### src/rtl/definitions.sv
// Shared definitions for the data-memory path: access size codes and arbiter types.
package definitions;

    // Access size/sign codes understood by data_memory.
    localparam logic [2:0] MEM_BYTE              = 3'b000;
    localparam logic [2:0] MEM_HALFWORD          = 3'b001;
    localparam logic [2:0] MEM_WORD              = 3'b010;
    localparam logic [2:0] MEM_BYTE_UNSIGNED     = 3'b100;
    localparam logic [2:0] MEM_HALFWORD_UNSIGNED = 3'b101;

    typedef enum logic [1:0] {
        ST_RUN  = 2'd0,
        ST_ACK  = 2'd1,
        ST_HALT = 2'd2
    } arb_state_t;

    localparam logic ARB_PORT_CORE = 1'b0;
    localparam logic ARB_PORT_DBG  = 1'b1;

endpackage

### src/rtl/arb_starve_counter.sv
// Saturating count of consecutive cycles the debug port has lost to the core.
module arb_starve_counter #(
    parameter int STARVE_LIMIT = 4
) (
    input  logic clk,
    input  logic rst_n,
    input  logic inc,
    input  logic clr,
    output logic at_limit
);
    localparam int CNT_W = $clog2(STARVE_LIMIT + 1);
    localparam logic [CNT_W-1:0] LIMIT = CNT_W'(STARVE_LIMIT);

    logic [CNT_W-1:0] cnt_reg;

    // Clear wins over increment so a grant cycle always restarts the count.
    always_ff @(posedge clk or negedge rst_n) begin
        if (!rst_n) begin
            cnt_reg <= '0;
        end else if (clr) begin
            cnt_reg <= '0;
        end else if (inc && !at_limit) begin
            cnt_reg <= cnt_reg + 1'b1;
        end
    end

    assign at_limit = (cnt_reg == LIMIT);

endmodule

### src/rtl/dmem_arbiter.sv
// Shares data_memory between the core Memory stage and a debug/loader port,
// with core priority, a starvation guarantee for debug, and a debug halt mode.
module dmem_arbiter
    import definitions::*;
#(
    parameter int STARVE_LIMIT = 4
) (
    input  logic        CLK,
    input  logic        RST_N,
    input  logic        Core_Req,
    input  logic        Core_W_En,
    input  logic [2:0]  Core_Control,
    input  logic [31:0] Core_Addr,
    input  logic [31:0] Core_W_Data,
    output logic [31:0] Core_R_Data,
    output logic        Core_Stall,
    input  logic        Dbg_Req,
    input  logic        Dbg_W_En,
    input  logic [2:0]  Dbg_Control,
    input  logic [31:0] Dbg_Addr,
    input  logic [31:0] Dbg_W_Data,
    output logic [31:0] Dbg_R_Data,
    output logic        Dbg_Ack,
    input  logic        Dbg_Halt,
    output logic        Halted,
    output logic        MEM_W_En,
    output logic [2:0]  MEM_Control,
    output logic [31:0] MEM_Addr,
    output logic [31:0] MEM_W_Data,
    input  logic [31:0] MEM_Data_Out
);

    arb_state_t  state_reg;
    logic        halted_reg;
    logic        dbg_ack_reg;
    logic [31:0] dbg_r_data_reg;

    logic core_grant;
    logic dbg_grant;
    logic sel_port;
    logic at_limit;
    logic starve_inc;
    logic starve_clr;

    // Counting only happens while running; any other state restarts it.
    assign starve_inc = (state_reg == ST_RUN) && Dbg_Req && core_grant;
    assign starve_clr = (state_reg != ST_RUN) || !Dbg_Req || dbg_grant;

    arb_starve_counter #(
        .STARVE_LIMIT (STARVE_LIMIT)
    ) u_starve (
        .clk      (CLK),
        .rst_n    (RST_N),
        .inc      (starve_inc),
        .clr      (starve_clr),
        .at_limit (at_limit)
    );

    always_comb begin
        core_grant = 1'b0;
        dbg_grant  = 1'b0;
        unique case (state_reg)
            ST_RUN: begin
                dbg_grant  = Dbg_Req && (!Core_Req || at_limit);
                core_grant = Core_Req && !dbg_grant;
            end
            // The ack cycle never re-grants debug, so a held Dbg_Req cannot double-write.
            ST_ACK:  core_grant = Core_Req && !halted_reg;
            ST_HALT: dbg_grant  = Dbg_Req;
            default: ;
        endcase
    end

    assign sel_port = dbg_grant ? ARB_PORT_DBG : ARB_PORT_CORE;

    always_comb begin
        MEM_W_En    = 1'b0;
        MEM_Control = Core_Control;
        MEM_Addr    = Core_Addr;
        MEM_W_Data  = '0;
        if (sel_port == ARB_PORT_DBG) begin
            MEM_W_En    = Dbg_W_En;
            MEM_Control = Dbg_Control;
            MEM_Addr    = Dbg_Addr;
            MEM_W_Data  = Dbg_W_Data;
        end else if (core_grant) begin
            MEM_W_En    = Core_W_En;
            MEM_W_Data  = Core_W_Data;
        end
    end

    assign Core_Stall  = Core_Req && !core_grant;
    assign Core_R_Data = MEM_Data_Out;

    always_ff @(posedge CLK or negedge RST_N) begin
        if (!RST_N) begin
            state_reg      <= ST_RUN;
            halted_reg     <= 1'b0;
            dbg_ack_reg    <= 1'b0;
            dbg_r_data_reg <= '0;
        end else begin
            dbg_ack_reg <= dbg_grant;
            if (dbg_grant) begin
                dbg_r_data_reg <= MEM_Data_Out;
            end
            unique case (state_reg)
                ST_RUN: begin
                    if (dbg_grant) begin
                        state_reg <= ST_ACK;
                    end else if (Dbg_Halt) begin
                        state_reg  <= ST_HALT;
                        halted_reg <= 1'b1;
                    end
                end
                ST_ACK: begin
                    if (Dbg_Halt) begin
                        state_reg  <= ST_HALT;
                        halted_reg <= 1'b1;
                    end else begin
                        state_reg  <= ST_RUN;
                        halted_reg <= 1'b0;
                    end
                end
                ST_HALT: begin
                    // Halted stays set through an ack entered from halt.
                    if (dbg_grant) begin
                        state_reg <= ST_ACK;
                    end else if (!Dbg_Halt) begin
                        state_reg  <= ST_RUN;
                        halted_reg <= 1'b0;
                    end
                end
                default: begin
                    state_reg  <= ST_RUN;
                    halted_reg <= 1'b0;
                end
            endcase
        end
    end

    assign Dbg_Ack    = dbg_ack_reg;
    assign Dbg_R_Data = dbg_r_data_reg;
    assign Halted     = halted_reg;

endmodule

### config.mk
export PLATFORM = sky130hd
export DESIGN_NAME = dmem_arbiter
export DESIGN_NICKNAME = d
export VERILOG_FILES = /design/src/rtl/definitions.sv /design/src/rtl/arb_starve_counter.sv /design/src/rtl/dmem_arbiter.sv
export SDC_FILE = /design/constraint.sdc
export NUM_CORES = 1
export LEC_CHECK = 0
export ABC_AREA = 1
export ABC_CLOCK_PERIOD_IN_PS = 2860
export CAP_MARGIN = 15
export CORE_AREA = 8 8 114 116
export DETAILED_ROUTE_END_ITERATION = 12
export DIE_AREA = 0 0 122 124
export PLACE_DENSITY_LB_ADDON = 0.25
export SYNTH_ARGS = -nofsm -noshare
export SYNTH_HDL_FRONTEND = slang
export SYNTH_SLANG_ARGS = --single-unit
export TNS_END_PERCENT = 1
### constraint.sdc
create_clock -name CLK -period 2.86 [get_ports CLK]
set_input_delay 0.429 -clock CLK [delete_from_list [all_inputs] [get_ports CLK]]
set_output_delay 0.429 -clock CLK [all_outputs]
set_load 0.05 [all_outputs]
# Word level (Yosys, flattened, before mapping)
# Index checks and enable logic that the tools add are counted.
# totals
ff_bits	39
latch_bits	0
ram_bits	0
mem_bits_ro	0
inputBits	173
wordCells	59
mem_count	0
# classes
n_addsub	1
multipliers	0
n_div	0
n_lt_le_gt_ge	0
n_eq_ne	9
shift	0
mux	23
n_bitwise	0
reduce_logical	21
# op_table
cell	count
$mux W32	3
$mux W2	5
$mux W3	3
$mux W1	8
$ne A2 B2 Y1 const B	4
$logic_and A1 B1 Y1	7
$logic_not A1 Y1	6
$ne A3 B3 Y1 const B	2
$pmux W2 S3	1
$pmux W1 S2	2
$reduce_and A4 Y1	1
$reduce_bool A2 Y1	2
$add A3 B1 Y3 const B	1
$eq A3 B3 Y1 const B	1
$logic_or A1 B1 Y1	3
$pmux W1 S3	1
$eq A2 B1 Y1 const B	1
$eq A2 B2 Y1 const B	1
$logic_not A2 Y1	1
$reduce_and A2 Y1	1

# Logic depth before layout (Yosys ltp)
# Gate-level depths: netlist of run 1.
# logic_depth
word_depth	10
ltp_mapped	10
mapped_depth_nobuf	8

# By module
# Synthesis of run 1 repeated with hierarchy kept, for this count alone.
# hier_totals
cells_unflattened	440
hier_area_um2	2742.6
# by_module_without_submodules
mod	n_inst	cells_per_inst	area_per_inst_um2	seq_area_each_um2
dmem_arbiter	1	415	2557.5	900.9
arb_starve_counter	1	25	185.2	75.1

# Worst setup path before layout of run 1
# Ideal clock, no wire load.
# synth_timing
path_kind	register -> output
startpoint	reg halted_reg, in the netlist Halted
endpoint	out Core_Stall
arrival_ns	1.952
required_time_ns	2.431
path_slack_ns	0.479
stages_incl_launch_ff	3
cell_sequence	dfrtp_1 > a21oi_2 > a21boi_0
# synth_between
elab_chain_len	5
# synth_lines
element	line	rtl
from (decl)	dmem_arbiter.sv:34	logic halted_reg;
from (signal assigned)	dmem_arbiter.sv:98	halted_reg <= 1'b0;
from (signal assigned)	dmem_arbiter.sv:112	halted_reg <= 1'b1;
from (signal assigned)	dmem_arbiter.sv:118	halted_reg <= 1'b1;
$logic_not A1 Y1	dmem_arbiter.sv:68	ST_ACK: core_grant = Core_Req && !halted_reg;
$logic_and A1 B1 Y1	dmem_arbiter.sv:68	
$pmux W1 S2	dmem_arbiter.sv:62	unique case (state_reg)
$logic_not A1 Y1	dmem_arbiter.sv:92	assign Core_Stall = Core_Req && !core_grant;
$logic_and A1 B1 Y1	dmem_arbiter.sv:92	
to (decl)	dmem_arbiter.sv:16	output logic Core_Stall,
# Every way passes these cells.

# Final worst setup path of run 1
# layout_timing
startpoint	in Dbg_Req
endpoint	out MEM_Addr[24]
# layout_between
elab_chain_len	4
# layout_lines
element	line	rtl
from (decl)	dmem_arbiter.sv:17	input logic Dbg_Req,
$logic_and A1 B1 Y1	dmem_arbiter.sv:64	dbg_grant = Dbg_Req && (!Core_Req || at_limit);
$pmux W1 S2 (*)	dmem_arbiter.sv:62	
$mux W1 (*)	dmem_arbiter.sv:74	assign sel_port = dbg_grant ? ARB_PORT_DBG : ARB_PORT_CORE;
$mux W32 (*)	dmem_arbiter.sv:81	if (sel_port == ARB_PORT_DBG) begin
to (decl)	dmem_arbiter.sv:28	output logic [31:0] MEM_Addr,
# Every way passes the cells marked *; elsewhere a longest branch is shown, timed or not.

==> results of run 1 <==
-- synth_stat cells --
master and number:
sky130_fd_sc_hd__inv_1 6, sky130_fd_sc_hd__nand3_1 36, sky130_fd_sc_hd__nand2_2 1, sky130_fd_sc_hd__inv_2 2
sky130_fd_sc_hd__nor2_1 4, sky130_fd_sc_hd__a21boi_0 1, sky130_fd_sc_hd__dfrtp_1 39, sky130_fd_sc_hd__clkbuf_1 1
sky130_fd_sc_hd__xnor2_1 1, sky130_fd_sc_hd__buf_6 10, sky130_fd_sc_hd__ha_1 2, sky130_fd_sc_hd__nor2_2 1
sky130_fd_sc_hd__a21oi_2 1, sky130_fd_sc_hd__nand3b_1 1, sky130_fd_sc_hd__nand2_1 277, sky130_fd_sc_hd__nand4_1 1
sky130_fd_sc_hd__buf_2 9, sky130_fd_sc_hd__buf_1 4, sky130_fd_sc_hd__buf_4 32
-- placed cells by master (no fill, tap or decap), types with 2 or more instances in the layout --
master / instances
sky130_fd_sc_hd__clkdlybuf4s50_1: 237
sky130_fd_sc_hd__nor2_1: 4
sky130_fd_sc_hd__dfrtp_1: 39
sky130_fd_sc_hd__buf_12: 71
sky130_fd_sc_hd__buf_4: 4
sky130_fd_sc_hd__inv_1: 6
sky130_fd_sc_hd__nand3_1: 36
sky130_fd_sc_hd__ha_1: 2
sky130_fd_sc_hd__inv_2: 2
sky130_fd_sc_hd__nand2_1: 277
sky130_fd_sc_hd__clkbuf_16: 5
-- worst paths after layout --
check | to | start
setup / recovery | MEM_Addr[24] | Dbg_Req
hold / removal | Dbg_R_Data[23] | RST_N
setup reg to reg | Dbg_R_Data[23] | u_starve.cnt_reg[0]
hold reg to reg | Dbg_R_Data[25] | Dbg_R_Data[25]
max in group asynchronous | Dbg_R_Data[18] | RST_N
min in group CLK | Dbg_R_Data[25] | Dbg_R_Data[25]
-- area by class of cell --
type                       instances  area, sq um
tap                              143          179
fill                             987         4710
inverter                           8         30.0
clock buffer                       6          129
clock inverter                     2         12.5
timing repair buffer             313         3830
sequential                        39          976
multi-input combinational        326         1310
-- worst reg2reg max path: stages (launching register included) --
cell,delay (ps)
sky130_fd_sc_hd__dfrtp_1,400
sky130_fd_sc_hd__inv_1,70
sky130_fd_sc_hd__ha_1,140
sky130_fd_sc_hd__nand2_1,80
sky130_fd_sc_hd__nand3_1,100
sky130_fd_sc_hd__nand2_2,90
sky130_fd_sc_hd__inv_2,80
sky130_fd_sc_hd__buf_12,290
sky130_fd_sc_hd__buf_4,370
sky130_fd_sc_hd__nand2_1,100
sky130_fd_sc_hd__nand2_1,70
-- routing by layer --
metal,share of wire,track usage,up-vias
met3,0.11,0.0703,8
met2,0.52,0.338,185
li1,-,-,1803
met4,0.0096,0.0401,0
met1,0.37,0.206,1625
met5,0,0,-
-- cells by family after synthesis --
group,count (synthesis),share of synthesized area
simple gates,321,0.461
xor+xnor,1,0.00320
compound gates,2,0.00595
flops,39,0.357
fa+ha+maj,2,0.00915
buf+inv,64,0.163
-- per-stage QoR --
stage | util | cell area, sq um | instances | worst slack [ps] | power (W)
2_1_floorplan | - | 2730 | 429 | 479 | 0.00204
3_3_place_gp | 0.566 | 6320 | 829 | 469 | 0.00320
3_5_place_dp | 0.566 | 6320 | 829 | 436 | 0.00322
4_1_cts | 0.579 | 6470 | 837 | 421 | 0.00379
5_1_grt | 0.579 | 6470 | 837 | 290 | 0.00391
6_report | 0.579 | 6470 | 837 | 419 | 0.00374
-- power groups by stage --
stage / combinational, W / sequential [W] / clock [W]
final: 0.00246 / 0.000736 / 0.000542
after global placement: 0.00246 / 0.000738 / 0
after floorplan: 0.000908 / 0.00113 / 0
after global routing: 0.00257 / 0.000751 / 0.000593
after detailed placement: 0.00248 / 0.000743 / 0
after CTS: 0.00249 / 0.000736 / 0.000570
==> impl_metrics.py, run 1 <==
metrics = {
    "run_status": {
        "run_status": "finished clean",
    },
    "global_routing": {
        "grt_antenna_before_repair": 0,
        "grt_pass1_wl_microns": 21800,
        "grt_max_degree": 81,
        "grt_pass1_vias": 3585,
        "global_route.usage.total": 0.188,
        "global_route.overflow_total": 0,
    },
    "route": {
        "route.antenna.remaining_nets": 0,
        "finalWirelength_microns": 15400,
        "vias_per_cell": 4.33,
        "drc": 0,
        "firstDrtPassIters": 4,
        "detailedRoute.firstIterationViolations": 191,
        "routed-via-count": 3621,
        "route.detailed.wl_per_inst_microns": 18.4,
    },
    "floorplanning": {
        "total_number_of_placement_rows": 39,
        "floorplan.core_area_sq_um": 11200,
        "floorplan.die_area_sq_um": 15100,
        "die-width_microns": 122,
        "die_height_microns": 124,
        "initial_core_util": 0.245,
        "number_of_ports_placed_on_the_die_boundary": 308,
    },
    "sta": {
        "final_period_util": 0.854,
        "worst_hold_slack_ps": 269,
        "maxClockFrequency_ghz": 0.410,
        "timing.final.setup_violations": 0,
        "skew_ps": 2.69,
        "rsz0062_at_grt": "no",
        "slew_worst_pin_ps": 884,
        "crit_path_time_final_ps": 2440,
        "timing_hold_violations_final": 0,
        "tns_ps": 0,
        "slew_headroom": 0.411,
        "final-max-slew-violation-count": 0,
    },
    "worst_hold_path": {
        "hp-class": "input port to asynchronous set/reset pin",
    },
    "yosys": {
        "yosys_register_bits": 39,
        "synthDistinctLibCells": 19,
        "synth_largest_type_area_fraction": 0.380,
        "synth_fp_nets": 604,
        "main_area_contributors_after_synthesis": "sky130_fd_sc_hd__nand2_1 38%, sky130_fd_sc_hd__dfrtp_1 36%, sky130_fd_sc_hd__buf_4 8.8%, sky130_fd_sc_hd__nand3_1 6.6%, sky130_fd_sc_hd__buf_6 4.1%",
        "synth.largest_area_cell": "sky130_fd_sc_hd__nand2_1",
        "yosysWarnings": 0,
        "synth_sequential_area_ratio": 0.357,
        "synth.avg_cell_area_sq_um": 6.37,
        "synth_cells": 429,
        "post_synth_instance_area_sq_um": 2730,
    },
    "worst_setup_path": {
        "setup.worst_path.start_class": "input port",
        "crit_path_end_kind": "output port",
        "cpLargestDelayFamily": "buffers and inverters",
        "critPathArrivalTime_ps": 2010,
        "timing.reg2reg.worst_path_depth": 10,
        "cp.buffers_inverters": 5,
        "crit_chain": "clkdlybuf4s50_1 -> inv_1 -> nor2_2 -> nand2_2 -> inv_2 -> buf_12 -> nand2_1 -> nand2_1 -> buf_12",
        "path_class": "input port to output port",
        "critical-path-max-stage-delay_ps": 460,
        "path_max_fanout": 80,
        "critical_path.slowest_cell": "sky130_fd_sc_hd__clkdlybuf4s50_1",
        "worst-path-stages": 9,
        "reg2reg_setup_slack_ps": 1020,
        "required_ps": 2430,
    },
    "cells_and_area": {
        "largest_register_ff_count": 32,
        "area_growth_from_synthesis_to_final_layout_pct": 137,
        "insertedDiodeCount": 0,
        "finalNetCount": 868,
        "drive_above_1_share": 0.127,
    },
    "placement": {
        "portBuffers": 307,
        "place.detailed.hpwl_microns": 12600,
        "place.gp.congestion": 0.893,
    },
    "clock_tree": {
        "postCtsHoldBufs": 0,
        "clock_latency_on_the_worst_skew_pair_ps": 280,
        "cts_resized": 0,
        "cts_buffers": 5,
        "cts.clk_slew.worst_paths_ps": 60,
        "max-clock-path-buffers": 2,
        "cts.htree.levels": 2,
        "postCtsSetupRepairBufs": 0,
        "clock_sink_count": 39,
        "cts.root.buffer_cell": "sky130_fd_sc_hd__clkbuf_16",
        "cts_tree": "done",
    },
    "flow_run": {
        "timing.max_cap.violations": 0,
    },
    "power": {
        "power_frac_comb": 0.658,
        "powerDensity_nw_per_um2": 578,
        "cell_internal_pwr_w": 0.00200,
        "clock_power_share": 0.145,
        "swShare": 0.465,
        "leakage_power_nw": 3.10,
        "power.ir.vdd_worst_v": 0.000541,
        "switching_power_w": 0.00174,
        "power_frac_seq": 0.197,
    },
}
Power figures use the tool's default switching activity.
==> run 2, diff against run 1 <==
--- a/config.mk
+++ b/config.mk
@@ -11,6 +11,7 @@
 export CORE_AREA = 8 8 114 116
 export DETAILED_ROUTE_END_ITERATION = 12
 export DIE_AREA = 0 0 122 124
+export MAX_ROUTING_LAYER = met4
 export PLACE_DENSITY_LB_ADDON = 0.25
 export SYNTH_ARGS = -nofsm -noshare
 export SYNTH_HDL_FRONTEND = slang
==> impl_metrics.py, run 2 (synthesized netlist as in run 1, its figures left out) <==
metrics = {
    "worst_setup_path": {
        "crit_chain": "clkdlybuf4s50_1 -> inv_1 -> nor2_2 -> nand2_2 -> inv_2 -> buf_4 -> nand2_1 -> nand2_1 -> buf_12",
        "path_max_fanout": 20,
        "critical-path-max-stage-delay_ps": 460,
        "setup.worst_path.start_class": "input port",
        "critical_path.slowest_cell": "sky130_fd_sc_hd__clkdlybuf4s50_1",
        "critPathArrivalTime_ps": 2060,
        "path_class": "input port to output port",
        "required_ps": 2430,
        "cp.buffers_inverters": 5,
        "crit_path_end_kind": "output port",
        "crit_path_frequent_cell": "sky130_fd_sc_hd__nand2_1",
        "cpLargestDelayFamily": "buffers and inverters",
    },
    "clock_tree": {
        "cts_resized": 0,
        "postCtsHoldBufs": 0,
        "clock_sink_count": 39,
        "cts_tree": "done",
        "cts_buffers": 5,
        "clock_latency_on_the_worst_skew_pair_ps": 280,
        "cts.clk_slew.worst_paths_ps": 60,
        "cts.htree.levels": 2,
        "cts.root.buffer_cell": "sky130_fd_sc_hd__clkbuf_16",
        "max-clock-path-buffers": 2,
        "postCtsSetupRepairBufs": 0,
    },
    "cells_and_area": {
        "layout_commonest_cell": "sky130_fd_sc_hd__nand2_1",
        "layout.cells.most_common_list": "277 x sky130_fd_sc_hd__nand2_1, 237 x sky130_fd_sc_hd__clkdlybuf4s50_1, 71 x sky130_fd_sc_hd__buf_12",
        "final_cell_count_no_fill": 840,
        "finish.instance_area_sq_um": 6490,
        "largest_register_ff_count": 32,
        "final-seq-area_sq_um": 976,
        "fillerInstances": 1027,
        "drive_above_1_share": 0.131,
        "multi_input_comb_area_sq_um": 1310,
        "finalNetCount": 870,
        "final_core_util": 0.581,
        "area_growth_from_synthesis_to_final_layout_pct": 137,
    },
    "power": {
        "finalPower_w": 0.00374,
        "powerDensity_nw_per_um2": 576,
        "leakage_power_nw": 3.10,
        "power.ir.vdd_worst_v": 0.000496,
    },
    "floorplanning": {
        "die_height_microns": 124,
        "die-width_microns": 122,
        "initial_core_util": 0.245,
        "total_number_of_placement_rows": 39,
        "number_of_ports_placed_on_the_die_boundary": 308,
        "floorplan.core_area_sq_um": 11200,
        "floorplan.die_area_sq_um": 15100,
    },
    "placement": {
        "portBuffers": 307,
        "place.detailed.hpwl_microns": 12600,
        "count_of_placed_standard_cells_including_taps": 831,
        "total_placed_instance_area_sq_um": 6340,
        "place.gp.congestion": 0.912,
    },
    "sta": {
        "tns_ps": 0,
        "skew_ps": 7.25,
        "final_period_util": 0.871,
        "slew_headroom": 0.415,
        "slew_worst_pin_ps": 878,
        "timing_hold_violations_final": 0,
        "rsz0062_at_grt": "no",
        "crit_path_time_final_ps": 2490,
        "timing.final.setup_violations": 0,
        "maxClockFrequency_ghz": 0.402,
        "final-max-slew-violation-count": 0,
    },
    "global_routing": {
        "grt_pass1_vias": 3689,
        "global_route.overflow_total": 0,
        "grt_max_degree": 47,
        "grt_pass1_wl_microns": 21500,
        "global_route.usage.total": 0.188,
        "grt_antenna_before_repair": 0,
    },
    "flow_run": {
        "timing.max_cap.violations": 0,
    },
    "run_status": {
        "run_status": "finished clean",
    },
    "route": {
        "drc": 0,
        "firstDrtPassIters": 4,
        "vias_per_cell": 4.34,
        "route.antenna.remaining_nets": 0,
        "finalWirelength_microns": 15200,
        "routed-via-count": 3646,
        "detailedRoute.firstIterationViolations": 219,
        "route.detailed.wl_per_inst_microns": 18.0,
    },
    "worst_hold_path": {
        "hp-class": "input port to asynchronous set/reset pin",
    },
}
==> run 2: cell types whose count changed in the layout (fill, tap and decap cells not counted) <==
cell,previous run,this run
sky130_fd_sc_hd__buf_4,4,6
sky130_fd_sc_hd__clkbuf_1,1,0
sky130_fd_sc_hd__diode_2,0,1
sky130_fd_sc_hd__clkinvlp_4,1,2
==> run 2: power by group <==
group | total, W | switching (W) | leakage [nW] | internal [W]
combinational | 0.00246 | 0.00145 | 2.55 | 0.00101
clock | 0.000541 | 0.000220 | 0.0658 | 0.000321
sequential | 0.000735 | 0.0000666 | 0.487 | 0.000668
total | 0.00374 | 0.00174 | 3.10 | 0.00200
==> run 2: final cells by class <==
type,count,area share
clock buffers,5,0.0193
well taps,143,0.0276
diodes,1,0.000386
multi-input cells,326,0.202
inverters,8,0.00463
flip-flops and latches,39,0.150
repair buffers,315,0.592
clock inverters,3,0.00309
==> run 2: worst paths after layout <==
| check | start | to | cells after the start | slack, ps |
|---|---|---|---|---|
| setup / recovery | Dbg_Req | MEM_W_Data[14] | 9 | 370 |
| hold / removal | RST_N | Dbg_R_Data[0] | 1 | 270 |
| setup reg to reg | u_starve.cnt_reg[0] | Halted | 10 | 870 |
| hold reg to reg | u_starve.cnt_reg[0] | u_starve.cnt_reg[0] | 1 | 470 |
| max in group asynchronous | RST_N | Dbg_R_Data[18] | 1 | 2040 |
| min in group CLK | u_starve.cnt_reg[0] | u_starve.cnt_reg[0] | 1 | 470 |
==> run 2: worst reg2reg max path, stage by stage, from the launching register on <==
cell	delay (ps)
sky130_fd_sc_hd__dfrtp_1	370
sky130_fd_sc_hd__inv_1	60
sky130_fd_sc_hd__ha_1	180
sky130_fd_sc_hd__nand2_1	90
sky130_fd_sc_hd__nand3_1	90
sky130_fd_sc_hd__nand2_2	80
sky130_fd_sc_hd__buf_4	410
sky130_fd_sc_hd__buf_4	400
sky130_fd_sc_hd__nand2_1	90
sky130_fd_sc_hd__nand2_1	60
sky130_fd_sc_hd__nand2_1	50
==> run 2: through the flow <==
step | hold WS [ps] | worst slack, ps
floorplan | 133 | 479
global placement | 443 | 422
detailed placement | 464 | 374
CTS | 305 | 358
global route | 346 | 204
finish | 267 | 370
==> run 2: per-layer routing <==
metal  routed length [microns]  share of wire  GRT usage  up-vias
li1                          -              -          -     1807
met5                         0              0          -        -
met4                        99         0.0065     0.0308        0
met3                      1250          0.083     0.0467        6
met2                      7780           0.51      0.327      178
met1                      6030           0.40      0.218     1655
